File: config.mk
export PLATFORM = sky130hd
export DESIGN_NAME = ethernet_irq_coalesce_unit
export DESIGN_NICKNAME = d
export VERILOG_FILES = /design/src/rtl/ethernet_irq_coalesce_unit.sv
export SDC_FILE = /design/constraint.sdc
export NUM_CORES = 1
export LEC_CHECK = 0
export ABC_CLOCK_PERIOD_IN_PS = 3500
export BUFFER_PORTS_ARGS = -buffer_cell sky130_fd_sc_hd__buf_4
export CORE_ASPECT_RATIO = 1.4
export CORE_MARGIN = 2
export CORE_UTILIZATION = 35
export CTS_CLUSTER_DIAMETER = 100
export DETAILED_ROUTE_END_ITERATION = 16
export SKIP_LAST_GASP = 1
export SLEW_MARGIN = 20
export SYNTH_ARGS = -nofsm -noshare
export SYNTH_HDL_FRONTEND = slang
export SYNTH_SLANG_ARGS = --single-unit
File: constraint.sdc
create_clock -name clk_i -period 3.5 [get_ports clk_i]
set_clock_uncertainty 0.2 [all_clocks]
set_input_delay 0.875 -clock clk_i [delete_from_list [all_inputs] [get_ports clk_i]]
set_output_delay 0.875 -clock clk_i [all_outputs]
set_load 0.05 [all_outputs]
File: src/rtl/ethernet_irq_coalesce_unit.sv
// Multi-channel interrupt coalescing unit for the Ethernet controller.
// Each channel counts completion events. It raises pending when the event count
// reaches a threshold, or when a timeout expires after the first event.
module ethernet_irq_coalesce_unit #(
  parameter int unsigned num_chan_p    = 4,
  parameter int unsigned count_width_p = 8,
  parameter int unsigned timer_width_p = 16,
  localparam int unsigned chan_width_lp = (num_chan_p > 1) ? $clog2(num_chan_p) : 1
) (
  input  logic                              clk_i,
  input  logic                              reset_n_i,
  input  logic [num_chan_p-1:0]             event_v_i,
  input  logic                              cfg_v_i,
  input  logic [chan_width_lp-1:0]          cfg_chan_i,
  input  logic                              cfg_enable_i,
  input  logic [count_width_p-1:0]          cfg_thresh_i,
  input  logic [timer_width_p-1:0]          cfg_timeout_i,
  input  logic [num_chan_p-1:0]             clear_v_i,
  output logic [num_chan_p-1:0]             pending_o,
  output logic [num_chan_p*count_width_p-1:0] count_o,
  output logic                              irq_o
);

  typedef enum logic [1:0] {
    ST_IDLE    = 2'd0,
    ST_ARMED   = 2'd1,
    ST_PENDING = 2'd2
  } chan_state_e;

  localparam logic [count_width_p-1:0] count_one_lp = count_width_p'(1);
  localparam logic [timer_width_p-1:0] timer_one_lp = timer_width_p'(1);

  // Per-channel configuration
  logic                     enable_q  [num_chan_p];
  logic [count_width_p-1:0] thresh_q  [num_chan_p];
  logic [timer_width_p-1:0] timeout_q [num_chan_p];

  // Per-channel coalescing state
  chan_state_e              state_q   [num_chan_p];
  chan_state_e              state_n   [num_chan_p];
  logic [count_width_p-1:0] count_q   [num_chan_p];
  logic [count_width_p-1:0] count_n   [num_chan_p];
  logic [timer_width_p-1:0] timer_q   [num_chan_p];
  logic [timer_width_p-1:0] timer_n   [num_chan_p];
  logic [num_chan_p-1:0]    pending_q;

  // Helper values derived from the registered state
  logic [count_width_p-1:0] eff_thresh [num_chan_p];
  logic [count_width_p-1:0] count_inc  [num_chan_p];
  logic [timer_width_p-1:0] timer_inc  [num_chan_p];

  // Configuration registers: a write lands at the edge and is used from the next cycle
  always_ff @(posedge clk_i or negedge reset_n_i) begin
    if (!reset_n_i) begin
      for (int unsigned i = 0; i < num_chan_p; i++) begin
        enable_q[i]  <= 1'b0;
        thresh_q[i]  <= count_one_lp;
        timeout_q[i] <= '0;
      end
    end else if (cfg_v_i) begin
      for (int unsigned i = 0; i < num_chan_p; i++) begin
        if (cfg_chan_i == chan_width_lp'(i)) begin
          enable_q[i]  <= cfg_enable_i;
          thresh_q[i]  <= cfg_thresh_i;
          timeout_q[i] <= cfg_timeout_i;
        end
      end
    end
  end

  // Effective threshold (0 acts as 1) and saturating increments
  always_comb begin
    for (int unsigned i = 0; i < num_chan_p; i++) begin
      eff_thresh[i] = (thresh_q[i] == '0) ? count_one_lp : thresh_q[i];
      count_inc[i]  = (count_q[i] == '1) ? count_q[i] : count_q[i] + count_one_lp;
      timer_inc[i]  = (timer_q[i] == '1) ? timer_q[i] : timer_q[i] + timer_one_lp;
    end
  end

  // Next-state logic for each channel FSM
  always_comb begin
    for (int unsigned i = 0; i < num_chan_p; i++) begin
      state_n[i] = state_q[i];
      count_n[i] = count_q[i];
      timer_n[i] = timer_q[i];

      if (!enable_q[i]) begin
        state_n[i] = ST_IDLE;
        count_n[i] = '0;
        timer_n[i] = '0;
      end else begin
        case (state_q[i])
          ST_IDLE: begin
            count_n[i] = '0;
            timer_n[i] = '0;
            if (event_v_i[i]) begin
              count_n[i] = count_one_lp;
              state_n[i] = (eff_thresh[i] == count_one_lp) ? ST_PENDING : ST_ARMED;
            end
          end
          ST_ARMED: begin
            timer_n[i] = timer_inc[i];
            if (event_v_i[i]) begin
              count_n[i] = count_inc[i];
            end
            // Threshold and timeout both use this cycle's updated values
            if ((count_n[i] >= eff_thresh[i]) ||
                ((timeout_q[i] != '0) && (timer_n[i] >= timeout_q[i]))) begin
              state_n[i] = ST_PENDING;
            end
          end
          ST_PENDING: begin
            if (event_v_i[i]) begin
              count_n[i] = count_inc[i];
            end
            if (clear_v_i[i]) begin
              timer_n[i] = '0;
              if (event_v_i[i]) begin
                state_n[i] = ST_ARMED;
                count_n[i] = count_one_lp;
              end else begin
                state_n[i] = ST_IDLE;
                count_n[i] = '0;
              end
            end
          end
          default: begin
            state_n[i] = ST_IDLE;
            count_n[i] = '0;
            timer_n[i] = '0;
          end
        endcase
      end
    end
  end

  // Channel state registers, including a registered copy of pending
  always_ff @(posedge clk_i or negedge reset_n_i) begin
    if (!reset_n_i) begin
      for (int unsigned i = 0; i < num_chan_p; i++) begin
        state_q[i] <= ST_IDLE;
        count_q[i] <= '0;
        timer_q[i] <= '0;
      end
      pending_q <= '0;
    end else begin
      for (int unsigned i = 0; i < num_chan_p; i++) begin
        state_q[i]   <= state_n[i];
        count_q[i]   <= count_n[i];
        timer_q[i]   <= timer_n[i];
        pending_q[i] <= (state_n[i] == ST_PENDING);
      end
    end
  end

  // Output packing and interrupt line
  always_comb begin
    count_o = '0;
    for (int unsigned i = 0; i < num_chan_p; i++) begin
      count_o[i*count_width_p +: count_width_p] = count_q[i];
    end
    pending_o = pending_q;
    irq_o     = |pending_q;
  end

endmodule

; Word-level counts from Yosys, hierarchy flattened
; Index checks and enable logic that the tools add are counted.
[word_totals]
regBits = 208
in_bits = 38
output_inout_bits = 37
[op_classes]
addsub = 8
order_cmp = 8
eq_ne = 31
mux = 80
n_reduce_logical = 26
[op_table]
columns = op, count
row1 = 8-bit 2-to-1 mux, 28
row2 = 16-bit 2-to-1 mux, 12
row3 = 16-bit case mux with 2 select lines, 4
row4 = 8-bit case mux with 3 select lines, 4
row5 = 16-bit by 1-bit adder with 16-bit output (second input constant), 4
row6 = 16-bit equality test (second input constant), 4
row7 = 16-bit >= comparator, 4
row8 = 16-bit nonzero test, 4
row9 = 2-bit 2-to-1 mux, 20
row10 = 8-bit by 1-bit adder with 8-bit output (second input constant), 4
row11 = 8-bit by 1-bit equality test with 1-bit output (second input constant), 4
row12 = 8-bit equality test (second input constant), 4
row13 = 8-bit >= comparator, 4
row14 = 8-bit zero test, 4
row15 = 2-bit case mux with 3 select lines, 4
row16 = 2-bit equality test (second input constant), 10
row17 = 3-bit inequality test (second input constant), 4
row18 = 2-bit by 1-bit equality test with 1-bit output (second input constant), 5
row19 = 2-bit zero test, 5
row20 = 1-bit 2-to-1 mux, 8
row21 = 2-bit AND reduction, 4
row22 = 1-bit logical AND, 4
row23 = 1-bit logical OR, 4
row24 = 4-bit OR reduction, 1

; Logic depth before layout (Yosys ltp)
; Gate-level depths: netlist (run 1).
[logic_depth]
ltp_word = 11
ltp_mapped = 14

; Worst setup path after synthesis (run 1)
; Ideal clock, no wire load.
[synth_timing]
path_kind = flip-flop to flip-flop
from = register timer_q[16] (netlist bit)
to = register state_q[2] (netlist bit)
setup_time_ns = 0.131
arrival_ns = 3.182
required_time_ns = 3.169
slack_ns = -0.013
path_stages_with_launch = 13
n_path_buf = 0
cell_sequence = dfrtp_1 > ha_1 > nand3_4 > or4_4 > o21ai_4 > nor2_1 > xnor2_1 > ha_1 > nand2_1 > nor4_1 > or4b_2 > a31oi_1 > o21ai_0
[synth_lines]
columns = item, line
row1 = "start, declared", 43  ; logic [timer_width_p-1:0] timer_q [num_chan_p];
row2 = "start signal, assigned by index", 150  ; timer_q[i] <= timer_n[i];
row3 = "end signal, assigned by index", 148  ; state_q[i] <= state_n[i];
row4 = "end, declared", 39  ; chan_state_e state_q [num_chan_p];

; Worst setup path after layout (run 1)
[layout_timing]
from = register timer_q[33] (netlist bit)
to = register pending_q[1], in the netlist pending_o[1]
[layout_via]
elab_chain_cells = 9
[layout_rtl]
columns = item, line
row1 = 16-bit by 1-bit adder with 16-bit output / 16-bit equality test (equally long branches), 76  ; timer_inc[i] = (timer_q[i] == '1) ? timer_q[i] : timer_q[i] + timer_one_lp;
row2 = 16-bit 2-to-1 mux (*), 76
row3 = 16-bit >= comparator (*), 108  ; ((timeout_q[i] != '0) && (timer_n[i] >= timeout_q[i]))) begin
row4 = 1-bit logical AND (*), 108
row5 = 1-bit logical OR (*), 107  ; if ((count_n[i] >= eff_thresh[i]) ||
row6 = 2-bit 2-to-1 mux (*), 107
row7 = 2-bit case mux with 3 select lines (*), 92  ; case (state_q[i])
row8 = 2-bit 2-to-1 mux (*), 87  ; if (!enable_q[i]) begin
row9 = 2-bit equality test (*), 151  ; pending_q[i] <= (state_n[i] == ST_PENDING);
row10 = "end signal, assigned by index", 151
row11 = "end, declared", 45  ; logic [num_chan_p-1:0] pending_q;
; Mark *: on every way between the ends. The rest lies on a longest branch, timed or not.
; A chain may end at the register's enable or synchronous reset.

==> results of run 1 <==
## metrics by stage
stage | hold WS (ps) | TNS (ps) | instances | util [%] | total power (uW)
2_1_floorplan | 279.4 | 0 | 1407 | - | 3741
3_3_place_gp | 307.6 | -12.40 | 1997 | 39.74 | 4188
3_5_place_dp | 317.1 | -239.3 | 1997 | 39.74 | 4241
4_1_cts | 157.9 | 0 | 2039 | 41.92 | 6855
5_1_grt | 186.8 | -161.7 | 2045 | 42.44 | 7170
6_report | 154.4 | 0 | 2045 | 42.44 | 6810
## metal layers
| layer | track usage, % | part of all wire (%) |
|---|---|---|
| met1 | 21.05 | 41 |
| met2 | 34.62 | 52 |
| met3 | 2.228 | 3.4 |
| met4 | 7.866 | 3.9 |
| met5 | 0 | 0.030 |
## state kept, by name, summed over array words and instances (netlist names)
name / cells
timeout_q: 64
timer_q: 64
count_o: 32
thresh_q: 32
state_q: 8
enable_q: 4
pending_o: 4
## power by group
group | switching, uW | leakage [uW] | internal (uW)
clock network | 1020 | 0.000393 | 1550
logic | 782 | 0.00437 | 565
registers | 225 | 0.00268 | 2670
## cells by family (layout without fill, tap and decap cells)
kind of cell / count (synthesis) / in the layout / synth area share [%]
and+or+nand+nor: 486 / 486 / 19.82
buffers and inverters: 148 / 313 / 4.297
muxes: 89 / 89 / 7.572
DFF: 208 / 208 / 39.41
AOI/OAI and AO/OA: 314 / 314 / 15.21
adders and majority gates: 104 / 104 / 9.844
xor gates and xnor gates: 58 / 58 / 3.843
## final cells by class
cell class | instances | area [um^2] | share of cell area, %
Clock buffer | 33 | 673.1 | 4.239
Clock inverter | 8 | 115.1 | 0.7249
Inverter | 110 | 412.9 | 2.600
Tap cell | 473 | 591.8 | 3.727
Timing Repair Buffer | 162 | 1260 | 7.934
Sequential cell | 208 | 5213 | 32.82
Multi-Input combinational cell | 1051 | 7615 | 47.95
## Yosys cell counts (all sizes together), types with 30 or more instances
master / n / share of area (%)
nor2: 77 / 2.4
ha: 104 / 9.8
inv: 110 / 3.1
dfrtp: 204 / 39
nand3: 49 / 2.0
o21ai: 87 / 3.4
clkbuf: 30 / 0.87
xnor2: 38 / 2.5
nor4: 30 / 1.6
nand2: 146 / 4.1
a21oi: 98 / 3.7
mux2: 88 / 7.5
nor3: 30 / 1.4
## worst reg2reg max path, delay by kind of cell, from the launching register on
family | cells | cell delay [ps]
simple gates | 7 | 1550
fa+ha+maj | 2 | 500
compound gates | 3 | 460
flops | 1 | 360
buf+inv | 1 | 170
## what timing repair did
item                                    CTS  global route
resized for setup                         4            29
pin swaps                                 1             7
buffers inserted                          1             6
endpoints found under the hold margin     0             0
endpoints found under the setup margin    8            12
## final timing paths
path / cells past startpoint / start / slack (ps) / end
min reg2reg: 1 / thresh_q[1] / 330 / thresh_q[1]
min: 1 / reset_n_i / 150 / timer_q[29]
max in group asynchronous: 2 / reset_n_i / 2120 / thresh_q[16]
max reg2reg: 13 / timer_q[33] / 140 / pending_o[1]
max: 13 / timer_q[33] / 140 / pending_o[1]
min in group clk_i: 1 / thresh_q[1] / 330 / thresh_q[1]
==> reports/summary.txt, run 1 <==
Outcome -> finished clean
# diodes -> 0
Warnings from Yosys -> 0
Layout cell share with drive strength beyond 1 -> 22.84%
Die Ht -> 233.9 um
Rows -> 84
Grt ovf -> 0
CP Cell Sequence -> ha_2, nand3_1, nor3_2, buf_4, and3_1, nand3_1, o21a_1, ha_1, and4_1, nand2_1, a21oi_1, or4b_4, a211o_1
Via Count -> 11174
Crit. End Element -> flip-flop
Initial antenna violation count -> 1
PortBufs -> 74
Mapped cell area -> 13220 um^2
Slew Limit Fails -> 0
Commonest cells after routing, fill and taps aside -> dfrtp_1 (202), buf_4 (158), nand2_1 (142)
WS Path Type -> reg2reg
HP Class -> in2async
Max Clk Rate -> 0.2974 GHz
Fillers -> 3677
Post-Syn Nets -> 1549
Ys flop type -> dfrtp_1
DRC viols -> 0
Largest net degree at the start of global routing -> 65
Crit-path most repeated cell -> nand3_1
DRT Pass-1 Iters -> 5
First-pass GRT wire length -> 58.45 mm
Mapped Cells -> 1407
Clock Latency Late Sink -> 520 ps
Area of placed instances -> 14870 um^2
Root buf cell -> clkbuf_16
Final WL -> 36.30 mm
Min Tclk post-route -> 3362 ps
Worst path slowest cell -> or4b_4
Worst-margin pin slew -> 764.2 ps
Worst vdd ir -> 0.0002641 V
Drt wl/cell -> 17.75 um
DRT antenna net count -> 0
Die width -> 168.2 um
Asr flop ratio synth -> 100.0%
H-tree Lvls -> 1
Reg clk slew, reported paths -> 60 ps
Pre-CTS setup slack -> -100.2 ps
Seq cells post-synth -> 208
Relative slew margins -> 49.05%
Avg Cell Area, Syn -> 9.395 um^2
Critical path's largest stage delay -> 550 ps
Register area share after synthesis -> 39.41%
Data arrival, critical path -> 3570 ps
Final Hold Fails -> 0
Max_cap viols -> 0
Top delay family on crit path -> simple AND/OR/NAND/NOR gates
Nets -> 1698
CTS sink count -> 208
Worst path bufs/invs -> 1
Clock Path Buffers -> 3
Synth cell types -> 79
Startpoint Class -> flip-flop
Io pins -> 75
Final worst slack -> 137.9 ps
Core Region -> 37420 um^2
Global-route usage over all layers -> 18.44%
Initial Util -> 35.33%
DP HPWL -> 27.29 mm
Vias per cell -> 5.464
Most common cell after layout, fill and taps aside -> dfrtp_1
Die ar. -> 39360 um^2
Req. time, crit path -> 3700 ps
EDFF count, synth -> 0
Power density cells -> 428.8 nW/um^2
TritonCTS clock tree -> yes
Syn-to-layout area delta -> 20.13%
Vias in the first global route -> 11377
Global placement routability congestion -> 0.8728
Initial DRC count -> 628
Setup Viol. Count Final -> 0
CTS Hold Bufs -> 0
Fin area -> 15880 um^2
Worst-path fanout max -> 6
Leakage -> 0.007446 uW
Inserted Clock Buffers -> 23
Fin crit share -> 96.06%
Power figures use the tool's default switching activity.
==> run 2: changes to the inputs <==
- ABC_AREA: not set -> 1
==> run 2 against run 1 <==
  * Maximum frequency grew 8.6%
  * Routed wire length is 10% lower
  * Non-clock buffer count shrank 76
  * Combinational power decreased by 24%
  * Critical endpoint is now pending_o[0]
  * Largest cell class unchanged
==> reports/summary.txt, run 2 <==
Clock share of power -> 39.9%
HP Class -> in2async
Layout Cells excl Fill -> 2258
Register area share after synthesis -> 40.53%
Die ar. -> 38290 um^2
DRT Pass-1 Iters -> 6
Yosys top cell area share -> 39.72%
Io pins -> 75
Asr flop ratio synth -> 100.0%
Synth cell types -> 42
CTS sink count -> 208
Final Power -> 6335 uW
Warnings from Yosys -> 0
Setup TNS -> 0 ps
Post-CTS sizing -> 0
Relative slew margins -> 59.70%
Largest net degree at the start of global routing -> 84
Final Hold Fails -> 0
Initial Util -> 35.26%
Power density cells -> 429.2 nW/um^2
Ys flop type -> dfrtp_1
Top Registers -> timeout_q: 64 flops, timer_q: 64 flops
Reg2reg path depth -> 21
Placed cells -> 2216
Rows -> 83
Final core utilization -> 40.49%
Setup bufs post-CTS -> 0
Crit. End Element -> flip-flop
Vias in the first global route -> 10850
RSZ-0062 raised after global routing -> no
Final WL -> 32.54 mm
CTS Hold Bufs -> 0
Clock Path Buffers -> 3
Core Region -> 36450 um^2
Slew Limit Fails -> 0
Commonest cells post-synth -> nand2_1 (395), inv_1 (310), dfrtp_1 (204)
Worst path slowest cell -> dfrtp_1
Reg clk slew, reported paths -> 60 ps
WS Path Type -> reg2reg
Max_cap viols -> 0
Vias per cell -> 4.875
Fin area -> 14760 um^2
Worst-path fanout max -> 14
Initial antenna violation count -> 0
Nets -> 1916
Die Ht -> 230.7 um
Worst vdd ir -> 0.0003576 V
TritonCTS clock tree -> yes
Post-synth top area cell -> dfrtp_1
Avg Cell Area, Syn -> 7.588 um^2
Sw frac -> 29.93%
Mapped cell area -> 12850 um^2
Fin crit share -> 88.43%
Seq cells post-synth -> 208
Die width -> 166.0 um
Layout cell share with drive strength beyond 1 -> 9.269%
Drt wl/cell -> 14.41 um
Number of cells on the critical path -> 21
Top delay family on crit path -> simple AND/OR/NAND/NOR gates
Setup Viol. Count Final -> 0
Critical path's largest stage delay -> 440 ps
Met1 wire length -> 13.50 mm
CP Cell Sequence -> ha_1, nand2_1, nor2_2, nand3_1, nor2_1, inv_2, o21ai_0, inv_1, ha_1, nand2_1, nand2_1, nand2_1, nand2_1, nand2_1, nand2_1, nand2_1, nand2_1, nand2_1, nand2_1, nand2_1, a21oi_1
Most common cell after layout, fill and taps aside -> nand2_1
Clock Latency Late Sink -> 550 ps
Mapped Cells -> 1694
Leakage -> 0.007734 uW
# diodes -> 0
Outcome -> finished clean
Root buf cell -> clkbuf_16
Area of placed instances -> 13970 um^2
First-pass GRT wire length -> 54.28 mm
Top Layer Used -> met4
Sw Pwr -> 1896 uW
Crit-path most repeated cell -> nand2_1
Req. time, crit path -> 3730 ps
Inserted Clock Buffers -> 23
Startpoint Class -> flip-flop
EDFF count, synth -> 0
DP HPWL -> 25.00 mm
Met2 Wirelength -> 16.82 mm
Global placement routability congestion -> 0.8865
Min Tclk post-route -> 3095 ps
DRT antenna net count -> 0
Seq pwr share -> 43.9%
Most numerous cell in the Yosys netlist -> nand2_1
Post-Syn Nets -> 1836
Syn-to-layout area delta -> 14.83%
Worst path bufs/invs -> 2
PortBufs -> 74
Cell internal pwr -> 4439 uW
Max Clk Rate -> 0.3231 GHz
Largest cells by area after synthesis -> dfrtp_1 (40%), nand2_1 (12%), ha_1 (10%)
R2R Setup Slk -> 400 ps
Met3 WL -> 1.084 mm
H-tree Lvls -> 1
Initial DRC count -> 507
Via Count -> 11008
Commonest cells after routing, fill and taps aside -> nand2_1 (395), inv_1 (310), dfrtp_1 (204)
Logic pwr share -> 16.3%
Data arrival, critical path -> 3330 ps
Grt ovf -> 0
Worst-margin pin slew -> 599.0 ps
Global-route usage over all layers -> 17.22%
DRC viols -> 0
run 2: cell count changes in the layout (fill, tap and decap cells not counted), moves of 36 or more:
cell | before | now
buf_4 | 158 | 83
nor2_1 | 75 | 126
nand2_1 | 142 | 395
o21ai_0 | 78 | 169
xor2_1 | 20 | 56
mux2_2 | 88 | 0
inv_1 | 110 | 310
run 2: stage by stage:
stage	worst slack [ps]	hold slack, ps
after floorplan	404.3	249.1
after global placement	401.7	266.1
after detailed placement	390.7	270.6
after CTS	374.6	35.96
after global routing	4.045	57.04
final	404.9	39.66
run 2: layout make-up:
cell class                 instances  area [um^2]
fill                            3687        21690
inverter                         313         1175
clock inverter                    10        108.9
timing repair buffer              86        676.9
sequential                       208         5210
tap                              467        584.3
clock buffer                      32        679.4
multi-input combinational       1142         6326
run 2: power groups by stage:
stage	Clock (uW)	Combinational, uW	Sequential, uW
floorplan	0	685	2810
global placement	0	1010	2820
detailed placement	0	1040	2820
CTS	2610	1050	2780
global route	2690	1220	2810
finish	2530	1030	2780
run 2: layer usage:
metal,up-vias,track usage (%)
met5,-,0
met4,0,6.929
met3,57,2.092
met2,200,31.55
met1,5147,20.38
li1,5604,-
run 2: cell families after synthesis:
family / after synthesis / share of synthesized area, %
xor gates and xnor gates: 58 / 3.952
adders and majority gates: 104 / 10.12
DFF: 208 / 40.53
buffers and inverters: 344 / 10.25
AOI/OAI and AO/OA: 278 / 11.57
and+or+nand+nor: 702 / 23.57
run 2: worst paths after layout:
| check | from | end |
|---|---|---|
| max | timer_q[48] | pending_o[0] |
| min | reset_n_i | count_o[5] |
| max reg2reg | timer_q[48] | pending_o[0] |
| min reg2reg | thresh_q[28] | thresh_q[28] |
| max in group asynchronous | reset_n_i | timer_q[2] |
| min in group clk_i | thresh_q[28] | thresh_q[28] |
